==> src/rtl/avalon_pkg.sv <==
// Shared definitions for the Avalon-MM master blocks: read FSM states and the
// full-word byte enable.
package avalon_pkg;

    typedef enum logic [1:0] {IDLE, ISSUE, WAIT_DATA} rd_state_t;

    localparam logic [3:0] BE_ALL = 4'b1111;

    function automatic logic [1:0] onehot2(input logic idx);
        return idx ? 2'b10 : 2'b01;
    endfunction

endpackage

==> src/rtl/avalon_read_arbiter_if.sv <==
// Requester-side and Avalon-side signals of the two-way read arbiter.
// The master modport is the arbiter's view; slave is the environment's view.
interface avalon_read_arbiter_if #(
    parameter int ADDR_W = 32,
    parameter int DATA_W = 32
);

    logic [1:0]        req_valid;
    logic [ADDR_W-1:0] req_addr0;
    logic [ADDR_W-1:0] req_addr1;
    logic [1:0]        req_ready;
    logic [1:0]        rsp_valid;
    logic [DATA_W-1:0] rsp_data;

    logic              read;
    logic [ADDR_W-1:0] address;
    logic [3:0]        byteenable;
    logic              waitrequest;
    logic [DATA_W-1:0] readdata;
    logic              readdatavalid;

    modport master (
        input  req_valid, req_addr0, req_addr1,
        input  waitrequest, readdata, readdatavalid,
        output req_ready, rsp_valid, rsp_data,
        output read, address, byteenable
    );

    modport slave (
        output req_valid, req_addr0, req_addr1,
        output waitrequest, readdata, readdatavalid,
        input  req_ready, rsp_valid, rsp_data,
        input  read, address, byteenable
    );

endinterface

==> src/rtl/rr_arb2.sv <==
// Two-way round-robin grant decision. A lone requester always wins; when both
// ask, prio names the winner.
module rr_arb2 (
    input  logic [1:0] req,
    input  logic       prio,
    output logic       gnt,
    output logic       any
);

    assign any = |req;
    assign gnt = (req == 2'b11) ? prio : req[1];

endmodule

==> src/rtl/avalon_read_arbiter.sv <==
// Shares one Avalon-MM read master between two requesters, one read in flight
// at a time, round-robin on contention. All outputs are registered.
module avalon_read_arbiter
    import avalon_pkg::*;
#(
    parameter int ADDR_W = 32,
    parameter int DATA_W = 32
) (
    input  logic                  clk,
    input  logic                  reset_n,
    avalon_read_arbiter_if.master bus,
    output logic                  busy
);

    rd_state_t state;
    logic      gnt;
    logic      prio;
    logic      arb_gnt;
    logic      arb_any;

    rr_arb2 u_arb (
        .req  (bus.req_valid),
        .prio (prio),
        .gnt  (arb_gnt),
        .any  (arb_any)
    );

    // Completion can happen in ISSUE (zero-latency slave) or WAIT_DATA; both
    // hand the word back and pass priority to the other requester.
    always_ff @(posedge clk or negedge reset_n) begin
        if (!reset_n) begin
            state          <= IDLE;
            gnt            <= 1'b0;
            prio           <= 1'b0;
            busy           <= 1'b0;
            bus.read       <= 1'b0;
            bus.byteenable <= 4'b0000;
            bus.address    <= {ADDR_W{1'b0}};
            bus.req_ready  <= 2'b00;
            bus.rsp_valid  <= 2'b00;
            bus.rsp_data   <= {DATA_W{1'b0}};
        end else begin
            bus.req_ready <= 2'b00;
            bus.rsp_valid <= 2'b00;
            unique case (state)
                IDLE: begin
                    if (arb_any) begin
                        gnt            <= arb_gnt;
                        bus.address    <= arb_gnt ? bus.req_addr1 : bus.req_addr0;
                        bus.req_ready  <= onehot2(arb_gnt);
                        bus.read       <= 1'b1;
                        bus.byteenable <= BE_ALL;
                        busy           <= 1'b1;
                        state          <= ISSUE;
                    end
                end
                ISSUE: begin
                    if (!bus.waitrequest) begin
                        bus.read       <= 1'b0;
                        bus.byteenable <= 4'b0000;
                        if (bus.readdatavalid) begin
                            bus.rsp_data  <= bus.readdata;
                            bus.rsp_valid <= onehot2(gnt);
                            prio          <= ~gnt;
                            busy          <= 1'b0;
                            state         <= IDLE;
                        end else begin
                            state <= WAIT_DATA;
                        end
                    end
                end
                WAIT_DATA: begin
                    if (bus.readdatavalid) begin
                        bus.rsp_data  <= bus.readdata;
                        bus.rsp_valid <= onehot2(gnt);
                        prio          <= ~gnt;
                        busy          <= 1'b0;
                        state         <= IDLE;
                    end
                end
                default: begin
                    state <= IDLE;
                end
            endcase
        end
    end

endmodule

==> src/flat_wrapper.sv <==
// flat-port wrapper written by rule: the top's interface ports become plain ports
module avalon_read_arbiter_flat import avalon_pkg::*;
#(
    parameter int ADDR_W = 32,
    parameter int DATA_W = 32
)
  (clk, reset_n, busy, bus_req_valid, bus_req_addr0, bus_req_addr1, bus_waitrequest, bus_readdata, bus_readdatavalid, bus_req_ready, bus_rsp_valid, bus_rsp_data, bus_read, bus_address, bus_byteenable);
  avalon_read_arbiter_if #(.ADDR_W(ADDR_W), .DATA_W(DATA_W)) bus_i ();
  input  logic clk;
  input  logic reset_n;
  output logic busy;
  input wire logic [$bits(bus_i.req_valid)-1:0] bus_req_valid;
  input wire logic [$bits(bus_i.req_addr0)-1:0] bus_req_addr0;
  input wire logic [$bits(bus_i.req_addr1)-1:0] bus_req_addr1;
  input wire logic [$bits(bus_i.waitrequest)-1:0] bus_waitrequest;
  input wire logic [$bits(bus_i.readdata)-1:0] bus_readdata;
  input wire logic [$bits(bus_i.readdatavalid)-1:0] bus_readdatavalid;
  output wire logic [$bits(bus_i.req_ready)-1:0] bus_req_ready;
  output wire logic [$bits(bus_i.rsp_valid)-1:0] bus_rsp_valid;
  output wire logic [$bits(bus_i.rsp_data)-1:0] bus_rsp_data;
  output wire logic [$bits(bus_i.read)-1:0] bus_read;
  output wire logic [$bits(bus_i.address)-1:0] bus_address;
  output wire logic [$bits(bus_i.byteenable)-1:0] bus_byteenable;
  assign bus_i.req_valid = bus_req_valid;
  assign bus_i.req_addr0 = bus_req_addr0;
  assign bus_i.req_addr1 = bus_req_addr1;
  assign bus_i.waitrequest = bus_waitrequest;
  assign bus_i.readdata = bus_readdata;
  assign bus_i.readdatavalid = bus_readdatavalid;
  assign bus_req_ready = bus_i.req_ready;
  assign bus_rsp_valid = bus_i.rsp_valid;
  assign bus_rsp_data = bus_i.rsp_data;
  assign bus_read = bus_i.read;
  assign bus_address = bus_i.address;
  assign bus_byteenable = bus_i.byteenable;
  avalon_read_arbiter #(.ADDR_W(ADDR_W), .DATA_W(DATA_W)) u_core (.clk(clk), .reset_n(reset_n), .bus(bus_i), .busy(busy));
endmodule
==> config.mk <==
export PLATFORM = sky130hd
export DESIGN_NAME = avalon_read_arbiter_flat
export DESIGN_NICKNAME = d
export VERILOG_FILES = /design/src/rtl/avalon_pkg.sv /design/src/rtl/avalon_read_arbiter_if.sv /design/src/rtl/rr_arb2.sv /design/src/rtl/avalon_read_arbiter.sv /design/src/flat_wrapper.sv
export SDC_FILE = /design/constraint.sdc
export NUM_CORES = 1
export LEC_CHECK = 0
export ABC_AREA = 1
export CAP_MARGIN = 10
export CORE_UTILIZATION = 41
export DETAILED_ROUTE_END_ITERATION = 10
export PLACE_DENSITY_LB_ADDON = 0.08
export SKIP_CTS_REPAIR_TIMING = 1
export SLEW_MARGIN = 15
export SYNTH_ARGS = -nofsm -noshare
export SYNTH_HDL_FRONTEND = slang
export SYNTH_SLANG_ARGS = --single-unit
==> constraint.sdc <==
create_clock -name clk -period 1.9 [get_ports clk]
set_input_delay 0.57 -clock clk [delete_from_list [all_inputs] [get_ports clk]]
set_output_delay 0.57 -clock clk [all_outputs]
set_load 0.005 [all_outputs]
==> out/results.ini, run 1 <==
[sta]
finalWorstSetupSlack_ns = 0.07220
max_freq_mhz = 547.1
fin_crit_sh = 0.9620
hold_slack_ns = 0.08371
setup_viol = 0
worst_pin_slew_ns = 0.2552
slew_headroom = 0.8293
setup-tns-final_ns = 0
rsz0062_at_grt = no
fin_worst_skew_ns = 0.01207
fin_crit_ns = 1.828
hold_viol_final = 0
slew_violations = 0

[run]
drv_cap = 0

[global_route]
grt_use_total = 0.2218
grt_max_degree = 43
antenna_found_initial = 0
grt_overflow = 0
met3_usage = 0.03907
top_usage_layer = met2
met2_usage = 0.3536
grt_pass1_wl_um = 15330
grt_use_met1 = 0.2863
grt_pass1_vias = 3233

[yosys]
netlist_instances = 427
synth.net_count = 535
syn_avg_cell_area_um2 = 8.328
synth-seq-cells = 74
synthesis.area_um2 = 3556
ys_warn_count = 0
yosysUniqueCellTypes = 20
yosysSeqAreaShare = 0.5208

[cts]
htree_num_levels = 3
cts_tree = built
cts_made_buffers = 9
clock_tree.root_cell = clkbuf_8
clk_pin_slew_ns = 0.08
insertion_delay_ns = 0.34
clock_path_buffers = 2
clkSinkCount = 74

[power]
powerDensity_nw_per_um2 = 1465
p_leak_uw = 0.002816
peakVddDrop_mv = 0.8206

[detailed_routing]
drt_iter0_drc = 163
vias_per_cell = 4.823
wire_per_inst_um = 13.75
dr.pass1.iters = 4
route.detailed.drc = 0
drt_wl_total_um = 9774
ant_nets = 0
vias = 3429

[setup_path]
slowest_stage = clkdlybuf4s50_1
critPathTopFamily = buffers and inverters
r2r_cells = 7
setup.worst_path.end = bus_byteenable[1]
cp.depth = 1
ff2ff_setup_slack_ns = 0.34
path_cells = clkdlybuf4s50_1
crit_type = reg2out
critPathBufInv = 1
cp-end-kind = output port
critPathMaxFanout = 4
r2r-start = u_core.state[0]
slowest_delay_ns = 0.52
timing.rr.end = u_core.state[0]
worstPathRequired_ns = 1.33
critPathLaunchType = register
cp-startpoint = u_core.bus.byteenable[2]
arrival_ns = 1.26

[placement]
pre_cts_slack_ns = -0.009380
hpwl_um = 7058
placed_cell_area_um2 = 5446
io_buffers = 175
gp_congestion = 0.7738

[floorplan]
initial_core_util = 0.4285
io_pins = 176
num_rows = 33
dieHeight_um = 95.13
fp.dieW_um = 95.13
coreArea_um2 = 8299
die_area_um2 = 9050

[layout]
final_area_um2 = 5689
most-common-layout-cells = 171 x clkdlybuf4s50_1, 109 x nand2_1, 74 x dfrtp_1
fin_nets = 709
mostFrequentLayoutCell = clkdlybuf4s50_1
syn2layout_area_growth_pct = 59.99
antennaDiodeCount = 0
drive_above_1_share = 0.06601

[worst_hold_path]
min_path_type = in2async

[outcome]
status = complete, no violations

synthesized netlist by cell type:
cell,instances,area [um^2]
a21oi_1,2,10.01
buf_2,9,45.04
buf_4,6,45.04
buf_6,9,101.4
clkbuf_1,5,18.77
dfrtp_1,74,1852
ha_1,6,75.07
inv_1,70,262.8
inv_4,1,6.260
nand2_1,109,409.1
nand2_2,2,12.51
nand3_1,68,340.3
nand3_2,1,10.01
nand4_1,22,137.6
nor2_1,5,18.77
nor2_4,1,11.26
nor2_8,1,20.02
nor3_1,1,5.000
o21ai_0,22,110.1
o21ai_1,13,65.06
registers in the layout (all words and copies together), names as in the netlist:
register	count
u_core.bus.address	32
u_core.bus.rsp_data	32
u_core.bus.req_ready	2
u_core.bus.rsp_valid	2
u_core.state	2
u_core.bus.byteenable	1
u_core.busy	1
u_core.gnt	1
u_core.prio	1
worst min-delay path by stage:
stage	start	endpoint	slack, ns	depth (start not counted)
6_report	reset_n	u_core.bus.address[23]	0.08	1
5_1_grt	reset_n	u_core.bus.address[30]	0.08	1
4_1_cts	reset_n	u_core.bus.address[17]	0.07	1
3_5_place_dp	reset_n	u_core.bus.address[30]	0.45	1
3_3_place_gp	reset_n	u_core.bus.address[30]	0.45	1
2_1_floorplan	reset_n	u_core.bus.address[0]	0.27	0
stage by stage:
stage                     total power [uW]  instances    util
final                                 8334        711  0.6855
after global routing                  8977        711  0.6855
after CTS                             8408        710  0.6837
after detailed placement              7000        694  0.6563
after global placement                6872        694  0.6563
after floorplan                       4730        427       -
cell families (layout without fill, tap and decap cells):
| kind of cell | count (synthesis) | in the layout | share of synthesized area |
|---|---|---|---|
| flops | 74 | 74 | 0.5208 |
| buf+inv | 100 | 279 | 0.1348 |
| simple gates | 210 | 210 | 0.2713 |
| fa+ha+maj | 6 | 6 | 0.02111 |
| compound gates | 37 | 37 | 0.05208 |
report_power, final:
group | leakage, uW | switching (uW) | internal (uW) | total, uW
sequential | 0.000915 | 420 | 2340 | 2760
clock | 0.000112 | 590 | 777 | 1370
combinational | 0.00179 | 1880 | 2330 | 4200
layer usage:
| metal | share of wire | routed length (um) |
|---|---|---|
| met1 | 0.42 | 4090 |
| met2 | 0.48 | 4671 |
| met3 | 0.076 | 741 |
| met4 | 0.028 | 270 |
| met5 | 0 | 0 |
layout make-up:
type                       count  area [um^2]
sequential                    74         1852
inverter                      71        269.0
multi-input combinational    253         1225
clock buffer                  10        137.6
fill                         677         2610
tap                          105        131.4
clock inverter                 6        90.09
timing repair buffer         192         1984
(Power assumes the default switching activity.)
==> run 2, diff against run 1 <==
- CORE_UTILIZATION: 41 -> 30
- PLACE_DENSITY_LB_ADDON: 0.08 -> default
==> out/results.ini, run 2 (synthesized netlist as in run 1, its figures left out) <==
[outcome]
status = complete, no violations

[detailed_routing]
drt_wl_total_um = 10370  ; +6.1%
vias_per_cell = 4.639  ; -3.8%
vias = 3465  ; +1.0%
dr.pass1.iters = 5  ; +1
ant_nets = 0  ; unchanged
drt_iter0_drc = 186  ; +14%
wire_per_inst_um = 13.88  ; +0.99%
route.detailed.drc = 0  ; unchanged

[setup_path]
cp.depth = 1  ; unchanged
setup.worst_path.end = bus_byteenable[2]
ff2ff_setup_slack_ns = 0.29  ; -0.05 ns
critPathLaunchType = register
timing.rr.end = u_core.bus.address[7]
worstPathRequired_ns = 1.33  ; about the same
arrival_ns = 1.23  ; -0.03 ns
r2r_cells = 7  ; unchanged
r2r-start = u_core.state[0]
critPathTopFamily = buffers and inverters
slowest_delay_ns = 0.52  ; about the same
critPathBufInv = 1  ; unchanged
cp-end-kind = output port
path_cells = clkdlybuf4s50_1
cp-startpoint = u_core.bus.byteenable[2]
critPathMaxFanout = 6  ; +2
crit_type = reg2out
slowest_stage = clkdlybuf4s50_1

[floorplan]
dieHeight_um = 110.9  ; +17%
num_rows = 39  ; +18%
initial_core_util = 0.3101  ; -0.1184
coreArea_um2 = 11470  ; +38%
fp.dieW_um = 110.9  ; +17%
die_area_um2 = 12290  ; +36%
io_pins = 176  ; unchanged

[global_route]
grt_pass1_wl_um = 17040  ; +11%
grt_pass1_vias = 3412  ; +5.5%
grt_max_degree = 75  ; +74%
antenna_found_initial = 0  ; unchanged
grt_use_total = 0.1722  ; -0.04964
grt_overflow = 0  ; unchanged

[power]
p_leak_uw = 0.002800  ; -0.57%
powerDensity_nw_per_um2 = 1502  ; +2.5%
peakVddDrop_mv = 0.5853  ; -29%

[cts]
cts_tree = built
clock_path_buffers = 2  ; unchanged
clk_pin_slew_ns = 0.06  ; -0.02 ns
insertion_delay_ns = 0.32  ; -0.02 ns
cts_made_buffers = 9  ; unchanged
clkSinkCount = 74  ; unchanged
htree_num_levels = 3  ; unchanged
clock_tree.root_cell = clkbuf_16

[layout]
final_util = 0.5021  ; -0.1834
mostFrequentLayoutCell = clkdlybuf4s50_1
final_area_um2 = 5758  ; +1.2%
drive_above_1_share = 0.06291  ; -0.003093
most-common-layout-cells = 174 x clkdlybuf4s50_1, 109 x nand2_1, 73 x dfrtp_1
top_regs = u_core.bus.address (32), u_core.bus.rsp_data (32)
fin_nets = 707  ; -0.28%
syn2layout_area_growth_pct = 61.93
antennaDiodeCount = 0  ; unchanged

[sta]
setup-tns-final_ns = 0  ; unchanged
fin_crit_ns = 1.801  ; -0.02683 ns
hold_viol_final = 0  ; unchanged
fin_worst_skew_ns = 0.006756  ; -0.005316 ns
max_freq_mhz = 555.3  ; +1.5%
hold_slack_ns = 0.2558  ; +0.1721 ns
worst_pin_slew_ns = 0.4077  ; +0.1525 ns
slew_headroom = 0.7282  ; -0.1011
finalWorstSetupSlack_ns = 0.09903  ; +0.02683 ns
fin_crit_sh = 0.9479  ; -0.01412
setup_viol = 0  ; unchanged
rsz0062_at_grt = no
slew_violations = 0  ; unchanged

[placement]
pre_cts_slack_ns = -0.04185  ; -0.03247 ns
io_buffers = 175  ; unchanged
placed_cell_area_um2 = 5436  ; -0.18%
hpwl_um = 7569  ; +7.2%
gp_congestion = 0.8309  ; +7.4%

[run]
drv_cap = 0  ; unchanged

[worst_hold_path]
min_path_type = in2async

run 2: cell count changes in the layout (fill, tap and decap cells not counted), sizes merged:
cell	previous run	this run
clkinv	3	4
clkinvlp	1	0
clkdlybuf4s50	171	174
dlymetal6s2s	3	0
buf	18	16
run 2: cell type report:
type,count,area (um^2)
Clock buffer,10,229.0
Timing Repair Buffer,190,1912
Clock inverter,6,91.34
Tap cell,143,178.9
Multi-Input combinational cell,253,1225
Fill cell,1080,5709
Sequential cell,74,1853
Inverter,71,269.0
run 2: metrics by stage:
| stage | total power [uW] | std cells |
|---|---|---|
| 2_1_floorplan | 4730 | 427 |
| 3_3_place_gp | 6811 | 731 |
| 3_5_place_dp | 6888 | 731 |
| 4_1_cts | 8743 | 747 |
| 5_1_grt | 9297 | 747 |
| 6_report | 8648 | 747 |
run 2: worst register-to-register path, cell delays in order (launching register included):
cell,delay (ns)
dfrtp_1,0.43
inv_1,0.11
ha_1,0.22
inv_1,0.22
nor2_8,0.08
inv_4,0.28
nand2_1,0.10
nand3_1,0.10
run 2: worst min-delay path by stage:
stage / startpoint / cells past startpoint / slack [ns] / to
global placement: u_core.busy / 2 / 0.46 / u_core.busy
detailed placement: u_core.busy / 2 / 0.46 / u_core.busy
floorplan: reset_n / 0 / 0.27 / u_core.bus.address[0]
CTS: reset_n / 2 / 0.27 / u_core.bus.address[19]
finish: reset_n / 2 / 0.26 / u_core.bus.address[20]
global route: reset_n / 2 / 0.29 / u_core.bus.address[20]
run 2: where the power goes:
part           internal (uW)  switching, uW  total (uW)
clock network           1150            657        1810
logic                   2200           1850        4060
registers               2350            432        2780
total                   5710           2940        8650
run 2: layer usage:
layer / wire [um] / vias up / GRT usage / share of wire
li1: - / 1688 / - / -
met1: 4345 / 1632 / 0.2173 / 0.42
met2: 5298 / 131 / 0.2973 / 0.51
met3: 555 / 14 / 0.02843 / 0.054
met4: 172 / 0 / 0.05956 / 0.017
met5: 0 / - / 0 / 0
